**src/rtl/voice_mix_sched_if.sv**
```systemverilog
// Generator handshake between the voice scheduler and the shared
// voice-generator datapath.
//   gen_start      scheduler -> generator, one-cycle start pulse
//   gen_voice_idx  scheduler -> generator, slot being serviced
//   gen_done       generator -> scheduler, one-cycle completion pulse
//   gen_smpl       generator -> scheduler, signed sample valid with gen_done
// master: scheduler side; slave: generator side.
interface voice_mix_sched_if #(
  parameter int IDX_W  = 3,
  parameter int SMPL_W = 16
);
  logic                     gen_start;
  logic [IDX_W-1:0]         gen_voice_idx;
  logic                     gen_done;
  logic signed [SMPL_W-1:0] gen_smpl;

  modport master (
    output gen_start, gen_voice_idx,
    input  gen_done, gen_smpl
  );

  modport slave (
    input  gen_start, gen_voice_idx,
    output gen_done, gen_smpl
  );
endinterface

```
**src/rtl/voice_mix_sched.sv**
```systemverilog
// Per-sample voice scheduler and mixer. On each sample-rate trigger it
// scans every voice slot in order, launches the shared generator once for
// each enabled slot, accumulates the returned samples and finally emits one
// saturated mix sample.
// Ports:
//   clk, reset       clock; asynchronous active-high reset
//   smpl_rate_trig   one-cycle pulse starting a mixing round
//   voice_en         per-slot enable, bit i sampled when slot i is scanned
//   gen              generator handshake (master side)
//   mix_smpl         saturated mix, holds between rounds
//   mix_valid        one-cycle pulse when mix_smpl updates
//   busy             high while a round is in progress
//   overrun          sticky, set by a trigger arriving while busy
module voice_mix_sched #(
  parameter int NVOICES = 8,
  parameter int IDX_W   = 3,
  parameter int SMPL_W  = 16,
  parameter int ACC_W   = SMPL_W + IDX_W
) (
  input  logic                     clk,
  input  logic                     reset,
  input  logic                     smpl_rate_trig,
  input  logic [NVOICES-1:0]       voice_en,
  voice_mix_sched_if.master        gen,
  output logic signed [SMPL_W-1:0] mix_smpl,
  output logic                     mix_valid,
  output logic                     busy,
  output logic                     overrun
);

  typedef enum logic [2:0] {IDLE, SCAN, START, WAIT, OUT} state_t;

  localparam logic signed [ACC_W-1:0] SAT_MAX =
    {{(ACC_W-SMPL_W+1){1'b0}}, {(SMPL_W-1){1'b1}}};
  localparam logic signed [ACC_W-1:0] SAT_MIN =
    {{(ACC_W-SMPL_W+1){1'b1}}, {(SMPL_W-1){1'b0}}};

  state_t                    r_state;
  state_t                    w_state_nxt;
  logic [IDX_W-1:0]          r_idx;
  logic signed [ACC_W-1:0]   r_acc;
  logic signed [SMPL_W-1:0]  r_mix_smpl;
  logic                      r_mix_valid;
  logic                      r_overrun;
  logic                      w_last;
  logic signed [ACC_W-1:0]   w_smpl_ext;
  logic signed [SMPL_W-1:0]  w_sat;

  assign w_last     = (r_idx == IDX_W'(NVOICES - 1));
  assign w_smpl_ext = {{(ACC_W-SMPL_W){gen.gen_smpl[SMPL_W-1]}}, gen.gen_smpl};

  always_comb begin
    w_sat = r_acc[SMPL_W-1:0];
    if (r_acc > SAT_MAX) begin
      w_sat = {1'b0, {(SMPL_W-1){1'b1}}};
    end else if (r_acc < SAT_MIN) begin
      w_sat = {1'b1, {(SMPL_W-1){1'b0}}};
    end
  end

  always_ff @(posedge clk or posedge reset) begin
    if (reset) begin
      r_state <= IDLE;
    end else begin
      r_state <= w_state_nxt;
    end
  end

  always_comb begin
    w_state_nxt = r_state;
    unique case (r_state)
      IDLE:  if (smpl_rate_trig) w_state_nxt = SCAN;
      SCAN: begin
        if (voice_en[r_idx])  w_state_nxt = START;
        else if (w_last)      w_state_nxt = OUT;
      end
      START: w_state_nxt = WAIT;
      WAIT:  if (gen.gen_done) w_state_nxt = w_last ? OUT : SCAN;
      OUT:   w_state_nxt = IDLE;
      default: w_state_nxt = IDLE;
    endcase
  end

  always_ff @(posedge clk or posedge reset) begin
    if (reset) begin
      r_idx       <= '0;
      r_acc       <= '0;
      r_mix_smpl  <= '0;
      r_mix_valid <= 1'b0;
      r_overrun   <= 1'b0;
    end else begin
      r_mix_valid <= 1'b0;
      // A trigger mid-round is dropped; only the sticky flag records it.
      if (smpl_rate_trig && (r_state != IDLE)) begin
        r_overrun <= 1'b1;
      end
      unique case (r_state)
        IDLE: begin
          if (smpl_rate_trig) begin
            r_idx <= '0;
            r_acc <= '0;
          end
        end
        SCAN: begin
          if (!voice_en[r_idx] && !w_last) r_idx <= r_idx + IDX_W'(1);
        end
        WAIT: begin
          if (gen.gen_done) begin
            r_acc <= r_acc + w_smpl_ext;
            if (!w_last) r_idx <= r_idx + IDX_W'(1);
          end
        end
        OUT: begin
          r_mix_smpl  <= w_sat;
          r_mix_valid <= 1'b1;
        end
        default: ;
      endcase
    end
  end

  assign gen.gen_start     = (r_state == START);
  assign gen.gen_voice_idx = r_idx;
  assign mix_smpl          = r_mix_smpl;
  assign mix_valid         = r_mix_valid;
  assign busy              = (r_state != IDLE);
  assign overrun           = r_overrun;

endmodule

```
**src/flat_wrapper.sv**
```systemverilog
// flat-port wrapper written by rule: the top's interface ports become plain ports
module voice_mix_sched_flat 
#(
  parameter int NVOICES = 8,
  parameter int IDX_W   = 3,
  parameter int SMPL_W  = 16,
  parameter int ACC_W   = SMPL_W + IDX_W
)
  (clk, reset, smpl_rate_trig, voice_en, mix_smpl, mix_valid, busy, overrun, gen_gen_start, gen_gen_voice_idx, gen_gen_done, gen_gen_smpl);
  voice_mix_sched_if #(.IDX_W(IDX_W), .SMPL_W(SMPL_W)) gen_i ();
  input  logic clk;
  input  logic reset;
  input  logic smpl_rate_trig;
  input  logic [NVOICES-1:0] voice_en;
  output logic signed [SMPL_W-1:0] mix_smpl;
  output logic mix_valid;
  output logic busy;
  output logic overrun;
  output wire logic [$bits(gen_i.gen_start)-1:0] gen_gen_start;
  output wire logic [$bits(gen_i.gen_voice_idx)-1:0] gen_gen_voice_idx;
  input wire logic [$bits(gen_i.gen_done)-1:0] gen_gen_done;
  input wire logic [$bits(gen_i.gen_smpl)-1:0] gen_gen_smpl;
  assign gen_gen_start = gen_i.gen_start;
  assign gen_gen_voice_idx = gen_i.gen_voice_idx;
  assign gen_i.gen_done = gen_gen_done;
  assign gen_i.gen_smpl = gen_gen_smpl;
  voice_mix_sched #(.NVOICES(NVOICES), .IDX_W(IDX_W), .SMPL_W(SMPL_W), .ACC_W(ACC_W)) u_core (.clk(clk), .reset(reset), .smpl_rate_trig(smpl_rate_trig), .voice_en(voice_en), .gen(gen_i), .mix_smpl(mix_smpl), .mix_valid(mix_valid), .busy(busy), .overrun(overrun));
endmodule
```
**config.mk**
```make
export PLATFORM = sky130hd
export DESIGN_NAME = voice_mix_sched_flat
export DESIGN_NICKNAME = d
export VERILOG_FILES = /design/src/rtl/voice_mix_sched_if.sv /design/src/rtl/voice_mix_sched.sv /design/src/flat_wrapper.sv
export SDC_FILE = /design/constraint.sdc
export NUM_CORES = 1
export LEC_CHECK = 0
export ABC_CLOCK_PERIOD_IN_PS = 2300
export CAP_MARGIN = 20
export CORE_UTILIZATION = 45
export CTS_CLUSTER_DIAMETER = 40
export DETAILED_ROUTE_END_ITERATION = 8
export GPL_TIMING_DRIVEN = 0
export PLACE_DENSITY = 0.71
export RECOVER_POWER = 100
export SLEW_MARGIN = 15
export SYNTH_ARGS = -nofsm -noshare
export SYNTH_HDL_FRONTEND = slang
export SYNTH_SLANG_ARGS = --single-unit
export TNS_END_PERCENT = 100
```
**constraint.sdc**
```tcl
create_clock -name clk -period 2.3 [get_ports clk]
set_input_delay 0.345 -clock clk [delete_from_list [all_inputs] [get_ports clk]]
set_output_delay 0.345 -clock clk [all_outputs]
set_load 0.03 [all_outputs]
```
== Word level (Yosys, flattened, before mapping) ==
Index checks and enable logic that the tools add are counted.

* Output and inout bits: 23
* Input bits: 28
* Logic and storage cells: 51
* Bits in registers: 43

* Add/subtract/negate cells: 2
* Equality and inequality tests: 10
* Muxes and demuxes: 19
* $lt $le $gt $ge: 3
* Reduce and logical (&&, ||, !) cells: 11

{| class="wikitable"
|+ Operators by type and width
! operator !! count
|-
| 2-to-1 mux 19 bit || 2
|-
| one-hot mux 19 bit (2 select lines) || 1
|-
| 2-to-1 mux 16 bit || 2
|-
| 2-to-1 mux 3 bit || 9
|-
| adder 19 x 16 -> 19 bit || 1
|-
| greater-than comparator 19 x 16 -> 1 bit, second input constant || 1
|-
| less-than comparator 19 x 16 -> 1 bit, second input constant || 1
|-
| one-hot mux 3 bit (4 select lines) || 1
|-
| one-hot mux 3 bit (3 select lines) || 1
|-
| equality test 3 x 2 -> 1 bit, second input constant || 2
|-
| equality test 3 bit, second input constant || 2
|-
| != test 2 bit, second input constant || 3
|-
| AND reduction 3 bit || 2
|-
| nonzero test 3 bit || 2
|-
| AND reduction 5 bit || 1
|-
| less-than comparator 3 x 4 -> 1 bit, second input constant || 1
|-
| adder 3 x 1 -> 3 bit, second input constant || 1
|-
| binary-select mux 1 bit (select 3 bit) || 1
|-
| equality test 3 x 1 -> 1 bit, second input constant || 1
|-
| zero test 3 bit || 1
|-
| != test 3 x 1 -> 1 bit, second input constant || 1
|-
| logical AND 1 bit || 2
|-
| zero test 1 bit || 2
|-
| 2-to-1 mux 1 bit || 2
|-
| 2 further kinds || 2
|}

== Longest topological paths before layout ==
* Depth after elaboration: 6
* Depth in mapped cells: 8
* Depth with buffers taken out: 8

== Worst setup path after synthesis ==
Ideal clock, no wire load.

* Path kind: register to register
* Start: register u_core.r_idx[0] (netlist: u_core.gen.gen_voice_idx[0])
* End: register u_core.r_idx[1] (netlist: u_core.gen.gen_voice_idx[1])
* Cell stages (with the launch flop): 7
* Period minus slack after synthesis: 2.366 ns
* Arrival: 2.286 ns
* Data required time: 2.221 ns
* Library setup time: 0.079 ns
* Buffers on the path: 0
* Path slack: -0.066 ns
* Cell sequence: dfrtp_1 -> mux4_1 -> mux2_2 -> and2_4 -> or4_4 -> o21ai_4 -> mux2i_1

* Word-level cells in the longest chain between the ends: 6
* Elaborated cells on any way between the ends: 14
* Those cells by class: add/sub (1); eq/ne (3); mux (6); reduce/logical (4)

{| class="wikitable"
|+ RTL lines
! item !! RTL line !! text
|-
| start: declaration || voice_mix_sched.sv:40 || <nowiki>logic [IDX_W-1:0] r_idx;</nowiki>
|-
| start signal: assignment || voice_mix_sched.sv:105 || <nowiki>if (!voice_en[r_idx] && !w_last) r_idx <= r_idx + IDX_W'(1);</nowiki>
|-
| start signal: assignment || voice_mix_sched.sv:110 || <nowiki>if (!w_last) r_idx <= r_idx + IDX_W'(1);</nowiki>
|-
| binary-select mux 1 bit (select 3 bit) || voice_mix_sched.sv:105 ||
|-
| 2-to-1 mux 1 bit (not written as such) || voice_mix_sched.sv:105 ||
|-
| zero test 1 bit || voice_mix_sched.sv:105 ||
|-
| logical AND 1 bit || voice_mix_sched.sv:105 ||
|-
| != test 2 x 1 -> 1 bit (no line) || -- ||
|-
| AND reduction 5 bit (no line) || -- ||
|}

Several ways; a longest one is shown, not always the timed one. The select of a mux whose other input is x is not followed.
A chain may end at the register's enable or synchronous reset.

== Worst setup path after layout ==
* Start: register u_core.r_state[1]
* End: output busy

* Word-level cells in the longest chain between the ends: 1

{| class="wikitable"
|+ RTL lines
! item !! RTL line !! text
|-
| start: declaration || voice_mix_sched.sv:38 || <nowiki>state_t r_state;</nowiki>
|-
| start signal: assignment || voice_mix_sched.sv:65 || <nowiki>r_state <= w_state_nxt;</nowiki>
|-
| nonzero test 3 bit || voice_mix_sched.sv:126 || <nowiki>assign busy = (r_state != IDLE);</nowiki>
|-
| end: declaration || flat_wrapper.sv:17 || <nowiki>output logic busy;</nowiki>
|}

Every way passes these cells.

==> impl_metrics.ini <==
[global_routing]
grtUsageTotal_pct = 21.4
antenna_found_initial = 0
grt_pass1_vias = 2086
grt_pass1_wl_um = 10300
grt_max_degree = 24
grt-ovfl-total = 0

[clock_network]
cts.clk_slew.worst_paths_ns = 0.07
clockBufferDepth = 2
numClockSinks = 43
clk_latency_ns = 0.29
cts_hold_buf = 0
cts_tree = built
ctsRootBufferMaster = clkbuf_8
cts_made_buffers = 5
htree_levels = 2

[power]
totalPowerFinal_w = 0.00437
p_per_area_nw_per_um2 = 1270
p_clk_share_pct = 10.9
switching_power_w = 0.00196
p_leak_nw = 1.66
seqPwrFrac_pct = 30.1
vdd_ir_drop_max_v = 0.000647
p_comb_share_pct = 59.0
swShare_pct = 44.9
internal_power_w = 0.00241

[sta]
finalSetupViolations = 0
rsz0062_at_grt = yes
min_period_ns = 2.21
fmax_mhz = 452
fin_skew_ns = 0.00629
worstMarginPinSlew_ns = 0.760
fin_crit_sh_pct = 96.1
hold_viol = 0
relSlewSlack_pct = 49.3
maxSlewViolCount = 0

[detailed_routing]
drc = 0
num_vias = 2366
drtIter0Drc = 67
ant_nets = 0
wire_per_inst_um = 14.4
first_pass_iters = 5
vias_per_cell = 5.49
routed_wirelength_um = 6230

[yosys]
synth_top_area_share_pct = 40.3
syn_avg_cell_area_um2 = 9.02
ys_ff_latch = 43
yosysUniqueCellTypes = 44
yosysWarningCount = 0
synth_area_um2 = 2670
ys_seq_area_share_pct = 40.3
synth_cells = 296
synth_area_leaders = dfrtp_1 40%, ha_1 9.4%, nand2_1 8.3%
synth_largest_area_cell = dfrtp_1
synth_nets = 345

[worst_setup_path]
worst-path-buf-inv = 2
rr_worst_depth = 6
cp.required_ns = 1.96
cp-end-kind = output pin
start_kind = register
slowest_delay_ns = 0.60
path_class = reg -> out
crit_fanout = 10
cp_slowest_cell = clkdlybuf4s50_1
cpLargestDelayFamily = buffers and inverters
critPathArrivalTime_ns = 1.87
cp_cell_sequence = clkbuf_1, or3_1, clkdlybuf4s50_1
rrSetupSlack_ns = 0.09
crit_cells = 3

[floorplan]
rows = 27
die_w_um = 79.0
die_y_um = 79.0
fp.dieArea_um2 = 6240
start_util_pct = 47.6
core-area_um2 = 5610
pin_count = 51

[finish]
final_common_cell = nand2_1
final_nets = 408
layout-drive-gt1-share_pct = 10.0
diodes = 0
syn_to_final_growth_pct = 29.1
design_area_um2 = 3440
mostFrequentLayoutCells = 59 x nand2_1, 42 x dfrtp_1, 30 x o21ai_0, 26 x clkdlybuf4s50_1, 22 x dlygate4sd3_1
fillCellCount = 490
multi_input_area_um2 = 1580
regArea_um2 = 1080

[job]
maxCapViolations = 0

[placed_design]
hpwl_um = 4750
placed_cell_area_um2 = 3290
gp_congestion = 0.902
numPortBuffers = 50

[worst_hold_path]
hp-class = reg -> reg
hold_path_depth = 1

[outcome]
outcome = complete, no violations
synth_stat cells (all sizes together):
master,n
xor2,5
a31o,1
fa,1
or4,1
a21boi,1
mux2i,4
a22o,4
o311a,1
nor2b,2
nand3,9
nand4b,1
o31ai,4
mux4,2
inv,7
xnor2,6
or3,2
clkbuf,9
buf,1
ha,20
dfrtp,43
nor3,5
a211oi,4
o211a,1
o21a,1
a311oi,1
nand2,59
and2,2
o311ai,1
o31a,1
mux2,2
or4b,1
and3,7
nor2,10
a21oi,21
o211ai,3
nor3b,1
nand2b,1
o21bai,4
a21o,7
o21ai,39
a22oi,1
flip-flops by register name, summed over array words and instances, names as in the netlist:
| name | count |
|---|---|
| u_core.gen.gen_voice_idx | 3 |
| u_core.mix_smpl | 16 |
| u_core.mix_valid | 1 |
| u_core.overrun | 1 |
| u_core.r_acc | 19 |
| u_core.r_state | 3 |
path summary, 6_finish.rpt:
path,from,to
worst max register to register,u_core.gen.gen_voice_idx[0],u_core.gen.gen_voice_idx[1]
worst max-delay path,u_core.r_state[1],busy
worst min register to register,u_core.overrun,u_core.overrun
worst min-delay path,u_core.overrun,u_core.overrun
min in group asynchronous,reset,u_core.mix_smpl[14]
max in group asynchronous,reset,u_core.gen.gen_voice_idx[0]
timing repair:
action                                  4_1_cts  5_1_grt
buffers inserted                              3        2
resized for setup                             8       13
pin swaps                                     6        4
endpoints found under the setup margin        6       12
power by group through the flow:
| stage | clock network (W) | logic (W) | registers [W] |
|---|---|---|---|
| floorplan | 0 | 0.00150 | 0.00154 |
| global placement | 0 | 0.00244 | 0.00132 |
| detailed placement | 0 | 0.00249 | 0.00133 |
| CTS | 0.000489 | 0.00255 | 0.00131 |
| global route | 0.000522 | 0.00285 | 0.00135 |
| finish | 0.000474 | 0.00258 | 0.00131 |
kinds of logic after synthesis:
| logic type | share of synthesized area [%] |
|---|---|
| and+or+nand+nor | 17.1 |
| AOI/OAI and AO/OA | 22.1 |
| DFF | 40.3 |
| adders and majority gates | 10.1 |
| buffers and inverters | 2.44 |
| xor gates and xnor gates | 3.61 |
| muxes | 4.31 |
area by class of cell:
type / count / area share [%]
inverter: 7 / 0.763
sequential: 43 / 31.3
clock inverter: 1 / 0.145
multi-input combinational: 236 / 45.9
tap: 72 / 2.62
buffer: 10 / 1.13
timing repair buffer: 56 / 15.8
clock buffer: 6 / 2.40
through the flow:
step           util (%)  worst slack, ns  cells  setup TNS [ns]  hold WS, ns
6_report           61.4           0.0891    431               0        0.453
5_1_grt            61.4          -0.0190    431         -0.0322        0.485
4_1_cts            61.0          0.00661    429               0        0.404
3_5_place_dp       58.7           -0.744    419           -4.75        0.444
3_3_place_gp       58.2           -0.751    418           -4.81        0.443
2_1_floorplan         -           0.0317    296               0        0.462
metal layers:
metal | GRT usage, % | vias to the layer above | share of wire [%]
met2 | 32.4 | 45 | 46
met3 | 3.68 | 4 | 2.8
met4 | 6.55 | 0 | 0.92
met5 | 0 | - | 0
met1 | 31.0 | 1110 | 50
li1 | - | 1207 | -
No activity file was read; power rests on OpenSTA's default activity.
